**config.mk**
```make
export PLATFORM = sky130hd
export DESIGN_NAME = dmem_arbiter
export DESIGN_NICKNAME = d
export VERILOG_FILES = /design/src/rtl/riscv_pkg.sv /design/src/rtl/dmem_arbiter.sv
export SDC_FILE = /design/constraint.sdc
export NUM_CORES = 1
export LEC_CHECK = 0
export ABC_AREA = 1
export CORE_AREA = 2 2 123 125
export DETAILED_ROUTE_END_ITERATION = 10
export DIE_AREA = 0 0 125 127
export PLACE_DENSITY = 0.59
export SYNTH_ARGS = -nofsm -noshare
export SYNTH_HDL_FRONTEND = slang
export SYNTH_SLANG_ARGS = --single-unit
```
**constraint.sdc**
```tcl
create_clock -name clk -period 1.6 [get_ports clk]
set_input_delay 0.32 -clock clk [delete_from_list [all_inputs] [get_ports clk]]
set_output_delay 0.32 -clock clk [all_outputs]
set_load 0.005 [all_outputs]
```
**src/rtl/riscv_pkg.sv**
```systemverilog
// Shared RISC-V core definitions: address/data widths, load/store funct3
// codes, and the data-memory arbiter's state and owner encodings.
package riscv_pkg;

  localparam int unsigned XLEN = 32;
  localparam int unsigned ALEN = 32;

  // Load/store width encodings carried on funct3.
  localparam logic [2:0] F3_BYTE  = 3'b000;
  localparam logic [2:0] F3_HALF  = 3'b001;
  localparam logic [2:0] F3_WORD  = 3'b010;
  localparam logic [2:0] F3_BYTEU = 3'b100;
  localparam logic [2:0] F3_HALFU = 3'b101;

  // Start of the memory-mapped I/O window (LEDs and other peripherals).
  localparam logic [ALEN-1:0] DEFAULT_MMIO_BASE = 32'h8000_0000;

  // Which requester wins when both ask in the same cycle.
  typedef enum logic {
    ARB_CPU = 1'b0,
    ARB_DMA = 1'b1
  } arb_state_t;

  // Which requester owns the read currently returning from memory.
  typedef enum logic {
    OWN_CPU = 1'b0,
    OWN_DMA = 1'b1
  } arb_owner_t;

endpackage

```
**src/rtl/dmem_arbiter.sv**
```systemverilog
// Shares the single DataMemory port between the CPU MEM stage and a DMA /
// program-loader port. CPU has fixed priority; a starvation counter hands
// DMA one forced grant after MAX_WAIT consecutive denials. Read data from
// the 1-cycle registered memory is routed back only to the port that issued
// the read. DMA accesses into the MMIO window are accepted but suppressed.
module dmem_arbiter
  import riscv_pkg::*;
#(
  parameter int unsigned     MAX_WAIT  = 4,
  parameter logic [ALEN-1:0] MMIO_BASE = DEFAULT_MMIO_BASE
) (
  input  logic            clk,
  input  logic            rst_n,
  // CPU MEM-stage port
  input  logic            cpu_req,
  input  logic            cpu_we,
  input  logic [3:0]      cpu_be,
  input  logic [2:0]      cpu_funct3,
  input  logic [ALEN-1:0] cpu_addr,
  input  logic [XLEN-1:0] cpu_wdata,
  output logic            cpu_gnt,
  output logic            cpu_rvalid,
  output logic [XLEN-1:0] cpu_rdata,
  // DMA / loader port
  input  logic            dma_req,
  input  logic            dma_we,
  input  logic [3:0]      dma_be,
  input  logic [2:0]      dma_funct3,
  input  logic [ALEN-1:0] dma_addr,
  input  logic [XLEN-1:0] dma_wdata,
  output logic            dma_gnt,
  output logic            dma_rvalid,
  output logic [XLEN-1:0] dma_rdata,
  output logic            dma_err,
  // DataMemory port
  output logic            mem_we,
  output logic [3:0]      mem_be,
  output logic [2:0]      mem_funct3,
  output logic [ALEN-1:0] mem_addr,
  output logic [XLEN-1:0] mem_wdata,
  input  logic [XLEN-1:0] mem_rdata
);

  localparam logic [3:0] MAX_WAIT_C = 4'(MAX_WAIT);

  arb_state_t state, state_nxt;
  logic [3:0] wait_cnt, wait_nxt;
  logic       rd_pend;
  arb_owner_t rd_owner;
  logic       rd_zero;
  logic       dma_err_q;
  logic       dma_mmio;

  assign dma_mmio = (dma_addr >= MMIO_BASE);

  // Grant decision: a lone requester always wins; on conflict the FSM state
  // picks. Nothing is granted while reset is held.
  always_comb begin
    // NOTE: every output of a combinational block gets a default first so no
    // path through the if/case leaves it unassigned and infers a latch.
    cpu_gnt = 1'b0;
    dma_gnt = 1'b0;
    if (rst_n) begin
      if (cpu_req && dma_req) begin
        if (state == ARB_DMA) dma_gnt = 1'b1;
        else                  cpu_gnt = 1'b1;
      end else begin
        cpu_gnt = cpu_req;
        dma_gnt = dma_req;
      end
    end
  end

  // Memory-port mux; a filtered DMA access is presented with writes blocked.
  always_comb begin
    mem_we     = 1'b0;
    mem_be     = '0;
    mem_addr   = '0;
    mem_wdata  = '0;
    mem_funct3 = rst_n ? F3_WORD : 3'b000;
    if (cpu_gnt) begin
      mem_we     = cpu_we;
      mem_be     = cpu_be;
      mem_funct3 = cpu_funct3;
      mem_addr   = cpu_addr;
      mem_wdata  = cpu_wdata;
    end else if (dma_gnt) begin
      mem_we     = dma_we && !dma_mmio;
      mem_be     = dma_be;
      mem_funct3 = dma_funct3;
      mem_addr   = dma_addr;
      mem_wdata  = dma_wdata;
    end
  end

  // Starvation counter and priority FSM next-state.
  always_comb begin
    wait_nxt  = wait_cnt;
    state_nxt = state;
    if (!dma_req || dma_gnt)       wait_nxt = 4'd0;
    else if (wait_cnt < MAX_WAIT_C) wait_nxt = wait_cnt + 4'd1;
    case (state)
      ARB_CPU: if (wait_nxt == MAX_WAIT_C) state_nxt = ARB_DMA;
      ARB_DMA: if (dma_gnt || !dma_req)    state_nxt = ARB_CPU;
      default: state_nxt = ARB_CPU;
    endcase
  end

  // FSM, starvation counter and read-return tracking registers.
  always_ff @(posedge clk) begin
    // NOTE: sequential state uses non-blocking assignments so every register
    // samples pre-edge values regardless of statement order.
    if (!rst_n) begin
      state     <= ARB_CPU;
      wait_cnt  <= 4'd0;
      rd_pend   <= 1'b0;
      rd_owner  <= OWN_CPU;
      rd_zero   <= 1'b0;
      dma_err_q <= 1'b0;
    end else begin
      state     <= state_nxt;
      wait_cnt  <= wait_nxt;
      rd_pend   <= (cpu_gnt && !cpu_we) || (dma_gnt && !dma_we);
      rd_owner  <= dma_gnt ? OWN_DMA : OWN_CPU;
      rd_zero   <= dma_gnt && !dma_we && dma_mmio;
      dma_err_q <= dma_gnt && dma_mmio;
    end
  end

  // Read return routing. Gating with rst_n drops a read that was in flight
  // when reset arrived, and keeps every output low during reset.
  assign cpu_rvalid = rst_n && rd_pend && (rd_owner == OWN_CPU);
  assign dma_rvalid = rst_n && rd_pend && (rd_owner == OWN_DMA);
  assign cpu_rdata  = cpu_rvalid ? mem_rdata : '0;
  assign dma_rdata  = (dma_rvalid && !rd_zero) ? mem_rdata : '0;
  assign dma_err    = rst_n && dma_err_q;

endmodule

```
==> impl_metrics.csv, run 1 <==
group,metric,value,unit
timing,maxClockFrequency,528,MHz
yosys,syn-instance-count,254,
yosys,synth.yosys.seq_area_share,11.3,%
critical_path,worstSetupPathType,"reg2out",
finish,layout.cells.non_filler,804,
critical_path,worst_setup_path_end_kind,"output pin",
finish,fillCellCount,1475,
critical_path,source_of_the_critical_timing_path,"state$_SDFF_PN0_",
routing,drc,0,
floorplan,die-width,125,microns
run_status,failing_checks,"setup timing",
timing,whs,469,ps
floorplan,num_io_pins,321,
routing,routed_wl,14.6,mm
cts,tritoncts_clock_tree,"done",
yosys,synth.net_count,435,
routing,drt-wirelength-per-cell,18.1,microns
timing,final_hold_viol_count,0,
power_and_ir_drop,combinationalPowerShare,63.4,%
cts,clock_tree.htree_level_count,1,
timing,timing.max_slew.rel_slack,80.3,%
critical_path,crit-reg2reg-capture,"wait_cnt[1]$_SDFF_PN0_",
routing,routed-via-count,3358,
min_path,whs_endpoint,"rd_pend$_SDFF_PN0_",
yosys,synth.cell_area,1590,sq um
critical_path,worst_r2r_startpoint,"state$_SDFF_PN0_",
critical_path,rr_worst_depth,6,
floorplan,chipHeight,127,microns
floorplan,dieArea,15900,sq um
finish,multi_input_comb_area,1490,sq um
yosys,synth_area_leader_cell,"a22o_1",
power_and_ir_drop,pwr_density_cell,325,nW/um^2
cts,clk_transition_reported_paths,40,ps
global_route,grt_antenna_before_repair,1,
cts,clkSinkCount,9,
yosys,netlist-cell-type-count,22,
routing,drt_iter0_drc,76,
critical_path,worstSetupStartpointType,"flip-flop",
finish,post-route-cell-area,5710,sq um
place,gp_congestion,0.889,
routing,antenna_violating_nets_post_route,0,
yosys,ys_ff_latch,9,
place,postPlaceCellArea,5080,sq um
power_and_ir_drop,pwr-share-clk,24.0,%
timing,final_min_period_over_clock_period,118,%
cts,clock_tree.root_cell,"clkbuf_16",
global_route,number_of_global_route_vias_before_repair,3497,
critical_path,cp.arrival,1580,ps
timing,finalSetupTns,-14800,ps
power_and_ir_drop,switching_share,28.9,%
floorplan,row_count,44,
timing,post_layout_worst_setup_margin,-295,ps
timing,grt_setup_unrepaired,"yes",
job,timing.max_cap.violations,0,
yosys,syn-mean-instance-area,6.26,sq um
critical_path,critical_path_required,1280,ps
routing,drt_pass1_iterations,4,
yosys,synth_top_area_share,38.0,%
yosys,synth.area.top_cells,"a22o_1 38%, nor2_1 17%, dfxtp_1 11%",
floorplan,initial_utilization,11.0,%
min_path,min-delay-start,"rst_n",
power_and_ir_drop,share_seq_of_total_power,12.6,%
critical_path,cp_max_fo,5,
global_route,grt_overflow,0,
yosys,warnings_synthesis,0,
power_and_ir_drop,intPower,1.32,mW
power_and_ir_drop,fin_total_pwr,1.86,mW
place,place_inst,756,
finish,syn_to_final_growth,260,%
timing,finalMaxSlewViolations,0,
global_route,grt_max_degree,35,
place,placement.setup.worst_slack,-851,ps
min_path,min_delay_path_depth,3,
power_and_ir_drop,power_switching,0.537,mW
finish,final-seq-area,184,sq um
power_and_ir_drop,max-vdd-ir-drop,254,uV
place,hpwl,9.87,mm
routing,viasPerCell,4.18,
place,port_buffers,320,
cts,numCtsBuffers,3,
timing,clock-skew-final,5.25,ps
critical_path,setup.reg_to_reg.worst_slack,460,ps
timing,report.final.setup_viol,105,
cts,clock_insertion_delay_worst_skew,240,ps
global_route,grtUsageTotal,16.4,%
finish,finalNetCount,801,
timing,tightest_slew,293,ps
floorplan,core_area,14400,sq um
run_status,status,"finished with violations",
finish,postLayoutCoreUtil,39.6,%
cts,cts_max_path_buffers,2,
timing,final_period_minus_worst_setup_slack,1900,ps
global_route,grt_first_pass_wirelength,20.2,mm
finish,drive_above_1_share,43.5,%
min_path,worst_hold_path_class,"in2reg",
power_and_ir_drop,leakagePower,2.77,nW
==> flip-flops by register name, indices dropped and copies added (netlist names) <==
signal / flops
rd_pend: 1
dma_err_q: 1
rd_owner: 1
state: 1
rd_zero: 1
wait_cnt: 4
==> synth_stat cells (all sizes together) <==
master / count
nand3: 4
ha: 1
nor3b: 1
a21oi: 1
o21ai: 4
a22o: 69
inv: 49
nor2: 71
nand2: 17
buf: 22
and3: 1
nand4: 1
o32ai: 1
nor3: 2
dfxtp: 9
nor4: 1
==> power by group through the flow <==
stage | clock [mW] | combinational, mW | sequential (mW)
4_1_cts | 0.453 | 1.17 | 0.235
3_5_place_dp | 0 | 1.04 | 0.237
3_3_place_gp | 0 | 1.03 | 0.237
2_1_floorplan | 0 | 0.257 | 0.236
6_report | 0.446 | 1.18 | 0.235
5_1_grt | 0.464 | 1.25 | 0.235
==> worst max path at each step <==
stage / endpoint / depth (start not counted)
global route: mem_addr[22] / 9
floorplan: mem_addr[0] / 6
detailed placement: cpu_rdata[22] / 7
global placement: mem_wdata[25] / 6
CTS: mem_addr[22] / 9
finish: mem_addr[22] / 9
==> routing by layer <==
layer  up-vias  track usage (%)  share of wire [%]
met2       215             33.0                 55
li1       1594                -                  -
met1      1534             17.6                 35
met5         -                0                  0
met4         0             3.14                1.9
met3        15             3.22                8.0
==> logic make-up (layout without fill, tap and decap cells) <==
group | after synthesis | in the layout | synth area share, %
other cells | 0 | 1 | 0
fa+ha+maj | 1 | 1 | 0.787
flops | 9 | 9 | 11.3
compound gates | 75 | 75 | 40.2
simple gates | 98 | 98 | 25.1
buf+inv | 71 | 436 | 22.6
==> layout by cell type (no fill, tap or decap), types with 15 or more instances in the layout <==
cell type,Yosys,layout
a22o_1,69,69
buf_12,0,18
buf_2,11,119
buf_4,1,18
buf_6,10,24
clkdlybuf4s50_1,0,176
inv_1,46,44
nor2_1,70,15
nor2_4,0,49
==> critical path: stages, from the launching register on <==
cell and delay [ps]:
dfxtp_2 330, nand2_2 70, nand2_4 70, nor2_4 50, buf_8 140, buf_16 130
buf_6 110, buf_6 100, a22o_1 190, buf_2 120
==> layout make-up <==
cell class	count	area share [%]
diodes	1	0.0438
clock buffers	4	1.38
inverters	49	3.44
multi-input cells	174	26.0
flip-flops and latches	9	3.22
well taps	184	4.03
repair buffers	383	61.9
==> repair_timing <==
| item | in CTS | in global routing |
|---|---|---|
| hold endpoints to repair | 0 | 0 |
| hold buffers | 0 | 0 |
| cloned | 15 | 1 |
| endpoints found under the setup margin | 141 | 134 |
| pin swaps | 17 | 23 |
| buffers inserted | 35 | 4 |
| resized for setup | 592 | 119 |
Power figures use the tool's default switching activity.
==> run 2: changes to the inputs <==
--- a/config.mk
+++ b/config.mk
@@ -13,3 +13,4 @@
 export SYNTH_ARGS = -nofsm -noshare
 export SYNTH_HDL_FRONTEND = slang
 export SYNTH_SLANG_ARGS = --single-unit
+export TNS_END_PERCENT = 5
==> run 2 against run 1 <==
Effect of this change:
- the run still ends with setup timing left
- count of clock-buffer cells in the layout unchanged
- first-iteration DRC count fell by 32%
- worst setup slack got worse by 6.5 ps
- clock skew barely moved
- power down 4.1%
- register-to-register slack improved by 20 ps
- sequential share of layout area increased by 0.27 points
- flip-flop and latch count stayed put
- cell count is 1.6% lower
- routed wire length fell by 6.3%
- critical path depth did not move
- critical path type unchanged
- largest power group unchanged
- highest routed layer unchanged
==> impl_metrics.csv, run 2 (same netlist as run 1, synthesis figures left out) <==
group,metric,value,unit
timing,tightest_slew,297,ps
floorplan,num_io_pins,321,
finish,layout.cells.non_filler,791,
job,timing.max_cap.violations,0,
finish,registers.top_by_ff_count,"wait_cnt",
min_path,worst_hold_path_class,"in2reg",
power_and_ir_drop,fin_total_pwr,1.78,mW
finish,postLayoutCoreUtil,36.5,%
floorplan,core_area,14400,sq um
run_status,status,"finished with violations",
routing,routed-via-count,3258,
floorplan,initial_utilization,11.0,%
floorplan,chipHeight,127,microns
timing,clock-skew-final,5.50,ps
routing,routed_wl,13.7,mm
timing,maxClockFrequency,526,MHz
routing,drc,0,
critical_path,worst_setup_path_end_kind,"output pin",
global_route,grt_antenna_before_repair,0,
routing,drt_iter0_drc,52,
routing,drt-wirelength-per-cell,17.3,microns
routing,viasPerCell,4.12,
timing,final_period_minus_worst_setup_slack,1900,ps
place,gp_congestion,0.889,
timing,whs,459,ps
floorplan,die-width,125,microns
timing,final_min_period_over_clock_period,119,%
place,postPlaceCellArea,5080,sq um
finish,syn_to_final_growth,231,%
routing,drt_pass1_iterations,4,
run_status,failing_checks,"setup timing",
finish,final_common_cell,"clkdlybuf4s50_1",
timing,finalMaxSlewViolations,0,
global_route,grtUsageTotal,15.7,%
critical_path,critical_path_required,1280,ps
timing,final_hold_viol_count,0,
timing,timing.max_slew.rel_slack,80.0,%
finish,multi_input_comb_area,1210,sq um
floorplan,row_count,44,
place,placement.setup.worst_slack,-851,ps
global_route,grt_first_pass_wirelength,19.4,mm
routing,antenna_violating_nets_post_route,0,
global_route,grt_overflow,0,
cts,numCtsBuffers,3,
finish,final_cell_mix,"176 x clkdlybuf4s50_1, 106 x buf_2, 69 x a22o_1",
finish,number_of_antenna_cells_inserted,0,
timing,finalSetupTns,-13090,ps
critical_path,cp.arrival,1580,ps
global_route,grt_max_degree,35,
finish,largest_register_ffs,4,
cts,cts_max_path_buffers,2,
timing,post_layout_worst_setup_margin,-302,ps
finish,finalNetCount,789,
place,hpwl,9.87,mm
timing,grt_setup_unrepaired,"yes",
critical_path,cp_max_fo,5,
cts,clk_transition_reported_paths,40,ps
power_and_ir_drop,pwr_density_cell,339,nW/um^2
finish,final-seq-area,184,sq um
cts,clock_tree.root_cell,"clkbuf_16",
cts,tritoncts_clock_tree,"done",
power_and_ir_drop,max-vdd-ir-drop,256,uV
critical_path,worstSetupStartpointType,"flip-flop",
finish,post-route-cell-area,5270,sq um
timing,report.final.setup_viol,75,
place,place_inst,756,
cts,clock_tree.htree_level_count,1,
cts,clock_insertion_delay_worst_skew,240,ps
power_and_ir_drop,leakagePower,2.63,nW
cts,clkSinkCount,9,
finish,fillCellCount,1539,
place,port_buffers,320,
floorplan,dieArea,15900,sq um
critical_path,worstSetupPathType,"reg2out",
finish,drive_above_1_share,40.5,%
global_route,number_of_global_route_vias_before_repair,3352,
## run 2: layout make-up
cell class,count,area share [%]
Clock buffer,4,1.50
Timing Repair Buffer,371,64.1
Multi-Input combinational cell,174,22.9
Tap cell,184,4.37
Sequential cell,9,3.49
Inverter,49,3.59
## run 2: path summary, 6_finish.rpt
check                                             from                     end  slack [ps]  cells past startpoint
worst min register to register  wait_cnt[3]$_SDFF_PN0_  wait_cnt[3]$_SDFF_PN0_         490                      2
worst max register to register        state$_SDFF_PN0_  wait_cnt[1]$_SDFF_PN0_         480                      6
worst max-delay path                  state$_SDFF_PN0_            mem_addr[22]        -300                      9
worst min-delay path                             rst_n      rd_pend$_SDFF_PN0_         460                      3
## run 2: critical path, stage by stage (launching register included)
cell and delay [ps]:
dfxtp_2 340, nand2_2 70, nand2_4 70, nor2_4 50
buf_8 140, buf_16 130, buf_6 110, buf_6 100
a22o_1 190, buf_2 120
## run 2: power by group
part / switching, mW / internal (mW) / total [mW]
clock network: 0.113 / 0.334 / 0.447
logic: 0.369 / 0.732 / 1.10
registers: 0.00345 / 0.231 / 0.234
total: 0.486 / 1.30 / 1.78
## run 2: per-layer routing
layer  track usage (%)  vias to the layer above  routed length, microns
met2              31.7                      203                    7470
met4              1.50                        0                      64
met3              2.89                        4                     990
met1              17.4                     1482                    5140
met5                 0                        -                       0
li1                  -                     1569                       -
## run 2: what timing repair did
action                     CTS  global route
gates resized for setup    532            83
cloned                      11             1
setup endpoints to repair  141           138
setup buffers               23             0
pin swaps                   13            10
hold buffers                 0             0
hold endpoints to repair     0             0
==> run 3: changes to the inputs <==
--- a/config.mk
+++ b/config.mk
@@ -5,11 +5,10 @@
 export SDC_FILE = /design/constraint.sdc
 export NUM_CORES = 1
 export LEC_CHECK = 0
-export ABC_AREA = 1
-export CORE_AREA = 2 2 123 125
+export CORE_AREA = 2 2 124 126
 export DETAILED_ROUTE_END_ITERATION = 10
-export DIE_AREA = 0 0 125 127
-export PLACE_DENSITY = 0.59
+export DIE_AREA = 0 0 126 128
+export PLACE_DENSITY = 0.58
 export SYNTH_ARGS = -nofsm -noshare
 export SYNTH_HDL_FRONTEND = slang
 export SYNTH_SLANG_ARGS = --single-unit
==> run 3 against run 2 <==
Effect of this change:
- critical path type unchanged
- largest cell class unchanged
- the run still ends with setup timing left
- largest power group unchanged
- flip-flop and latch count stayed put
- fmax shrank 4.5%
- highest routed layer unchanged
- clock power shrank 2%
==> impl_metrics.csv, run 3 <==
group,metric,value,unit
global_route,grtUsageTotal,15.3,%
critical_path,worst_setup_path_end_kind,"output pin",
routing,drt-wirelength-per-cell,18.9,microns
yosys,ys_ff_latch,9,
cts,cts_hold_repair.buffers,0,
power_and_ir_drop,switching_share,26.3,%
critical_path,critical_path_required,1280,ps
cts,clkSinkCount,9,
timing,grt_setup_unrepaired,"yes",
global_route,met2_usage,30.3,%
finish,fillCellCount,1556,
cts,clock_tree.htree_level_count,1,
power_and_ir_drop,leakagePower,2.50,nW
floorplan,dieArea,16100,sq um
finish,final-seq-area,186,sq um
critical_path,crit_path_cell_trace,"nand2_2 -> nand3_4 -> inv_8 -> buf_4 -> buf_12 -> a22o_4 -> clkdlybuf4s15_2",
routing,drc,0,
yosys,warnings_synthesis,0,
timing,timing.max_slew.rel_slack,84.3,%
run_status,status,"finished with violations",
cts,clock_insertion_delay_worst_skew,230,ps
yosys,syn-instance-count,200,
finish,final_cell_mix,"178 x clkdlybuf4s50_1, 68 x a22o_1, 59 x clkbuf_2",
place,gp_congestion,0.960,
routing,viasPerCell,4.18,
power_and_ir_drop,power_switching,0.443,mW
floorplan,die-width,126,microns
finish,registers.top_by_ff_count,"wait_cnt",
run_status,failing_checks,"setup timing",
job,timing.max_cap.violations,0,
place,port_buffers,320,
floorplan,initial_utilization,10.9,%
finish,postLayoutCoreUtil,34.7,%
cts,clock_tree.root_cell,"clkbuf_16",
yosys,synth_top_area_share,37.9,%
global_route,grt_overflow,0,
routing,drt_iter0_drc,72,
finish,final_common_cell,"clkdlybuf4s50_1",
yosys,yosysMostFrequentCell,"a22o_1",
cts,numCtsBuffers,3,
global_route,global_route.usage.met3,3.80,%
critical_path,cp.arrival,1670,ps
power_and_ir_drop,pwr-share-clk,26.1,%
yosys,number_of_enable_type_register_cells_in_the_synthesized_netlist,0,
timing,finalMaxSlewViolations,0,
yosys,synthTopCellsByCount,"70 x a22o_1, 65 x and2_1, 9 x dfxtp_1",
timing,final_hold_viol_count,0,
critical_path,slowest_stage,"dfxtp_4",
finish,finalNetCount,733,
timing,whs,492,ps
timing,report.final.setup_viol,107,
global_route,grt-busiest-layer,"met2",
global_route,grt_max_degree,34,
min_path,worst_hold_path_class,"reg2reg",
yosys,synth.net_count,381,
routing,antenna_violating_nets_post_route,0,
critical_path,timing.critical_path.max_delay_family,"buffers and inverters",
finish,multi_input_comb_area,1270,sq um
global_route,grt_antenna_before_repair,0,
cts,cts_max_path_buffers,2,
critical_path,timing.critical_path.slowest_cell_delay,370,ps
place,place_inst,704,
yosys,synth_area_leader_cell,"a22o_1",
timing,final_min_period_over_clock_period,124,%
finish,largest_register_ffs,4,
cts,clk_transition_reported_paths,40,ps
power_and_ir_drop,share_seq_of_total_power,13.8,%
finish,drive_above_1_share,33.6,%
floorplan,chipHeight,128,microns
routing,drt_pass1_iterations,4,
critical_path,timing.critical_path.buf_inv,4,
floorplan,core_area,14900,sq um
timing,tightest_slew,234,ps
critical_path,worstSetupPathType,"reg2out",
routing,routed_wl,14.0,mm
critical_path,cp_max_fo,22,
critical_path,worstSetupStartpointType,"flip-flop",
yosys,synth.cell_area,1620,sq um
global_route,grt.met1_usage,16.4,%
yosys,syn-mean-instance-area,8.10,sq um
power_and_ir_drop,pwr_density_cell,327,nW/um^2
cts,tritoncts_clock_tree,"done",
yosys,synth.yosys.seq_area_share,11.1,%
global_route,number_of_global_route_vias_before_repair,3199,
timing,final_period_minus_worst_setup_slack,1990,ps
yosys,netlist-cell-type-count,28,
finish,layout.cells.non_filler,740,
power_and_ir_drop,combinationalPowerShare,60.2,%
power_and_ir_drop,intPower,1.24,mW
floorplan,row_count,45,
timing,clock-skew-final,1.39,ps
global_route,grt_first_pass_wirelength,18.7,mm
timing,maxClockFrequency,502,MHz
floorplan,num_io_pins,321,
finish,syn_to_final_growth,219,%
yosys,synth_top_flop_cell,"dfxtp_1",
place,hpwl,10.5,mm
yosys,synth.area.top_cells,"a22o_1 38%, and2_1 25%, dfxtp_1 11%",
power_and_ir_drop,max-vdd-ir-drop,178,uV
routing,routed-via-count,3096,
yosys,synthArstFlopShare,0,%
timing,post_layout_worst_setup_margin,-392,ps
==> run 3: power by group through the flow <==
stage	Clock (mW)	Combinational (mW)	Sequential (mW)
2_1_floorplan	0	0.241	0.236
3_3_place_gp	0	1.01	0.236
3_5_place_dp	0	1.02	0.237
4_1_cts	0.443	1.02	0.232
5_1_grt	0.453	1.07	0.233
6_report	0.440	1.02	0.232
==> run 3: layout make-up <==
| class | instances | share of cell area, % |
|---|---|---|
| diodes | 1 | 0.0485 |
| clock buffers | 4 | 1.53 |
| inverters | 6 | 0.897 |
| multi-input cells | 164 | 24.7 |
| flip-flops and latches | 9 | 3.61 |
| well taps | 188 | 4.56 |
| repair buffers | 362 | 62.7 |
| repair inverters | 6 | 1.96 |
==> run 3: layer usage <==
layer | wire length, microns | part of all wire, % | up-vias
met3 | 1160 | 8.3 | 13
li1 | - | - | 1448
met1 | 5230 | 37 | 1420
met4 | 183 | 1.3 | 0
met2 | 7450 | 53 | 215
met5 | 0 | 0 | -
==> run 3: metrics by stage <==
step / worst slack [ps] / area [sq um] / TNS (ps) / total power [mW]
after floorplan: 141 / 1620 / 0 / 0.477
after global routing: -429 / 5160 / -32690 / 1.76
after detailed placement: -1050 / 5020 / -124990 / 1.25
after global placement: -1050 / 5020 / -122840 / 1.25
final: -392 / 5160 / -26890 / 1.69
after CTS: -543 / 5210 / -31620 / 1.70
==> run 3: cell families (layout without fill, tap and decap cells) <==
| group | Yosys count | after routing | share of synthesized area, % |
|---|---|---|---|
| AOI/OAI and AO/OA | 74 | 74 | 39.8 |
| xor gates and xnor gates | 1 | 1 | 0.541 |
| adders and majority gates | 1 | 1 | 0.773 |
| buffers and inverters | 27 | 378 | 14.9 |
| DFF | 9 | 9 | 11.1 |
| muxes | 2 | 2 | 1.24 |
| other | 0 | 1 | 0 |
| and+or+nand+nor | 86 | 86 | 31.6 |
==> run 3: path summary, 6_finish.rpt <==
path / start / endpoint / slack (ps) / depth (start not counted)
max: state$_SDFF_PN0_ / mem_addr[28] / -390 / 7
min: wait_cnt[3]$_SDFF_PN0_ / wait_cnt[3]$_SDFF_PN0_ / 490 / 2
max reg2reg: state$_SDFF_PN0_ / rd_pend$_SDFF_PN0_ / 380 / 5
min reg2reg: wait_cnt[3]$_SDFF_PN0_ / wait_cnt[3]$_SDFF_PN0_ / 490 / 2
==> run 3: worst register-to-register path, cell delays in order (launching register included) <==
cell and delay, ps:
dfxtp_4 370, nor2b_4 50, or2_4 270, buf_12 160, buf_4 160, o22ai_1 130
==> run 3: repair_timing <==
item	in CTS	in global routing
setup buffers	10	12
pin swaps	9	13
resized for setup	316	132
setup endpoints to repair	141	138
gates cloned	6	3
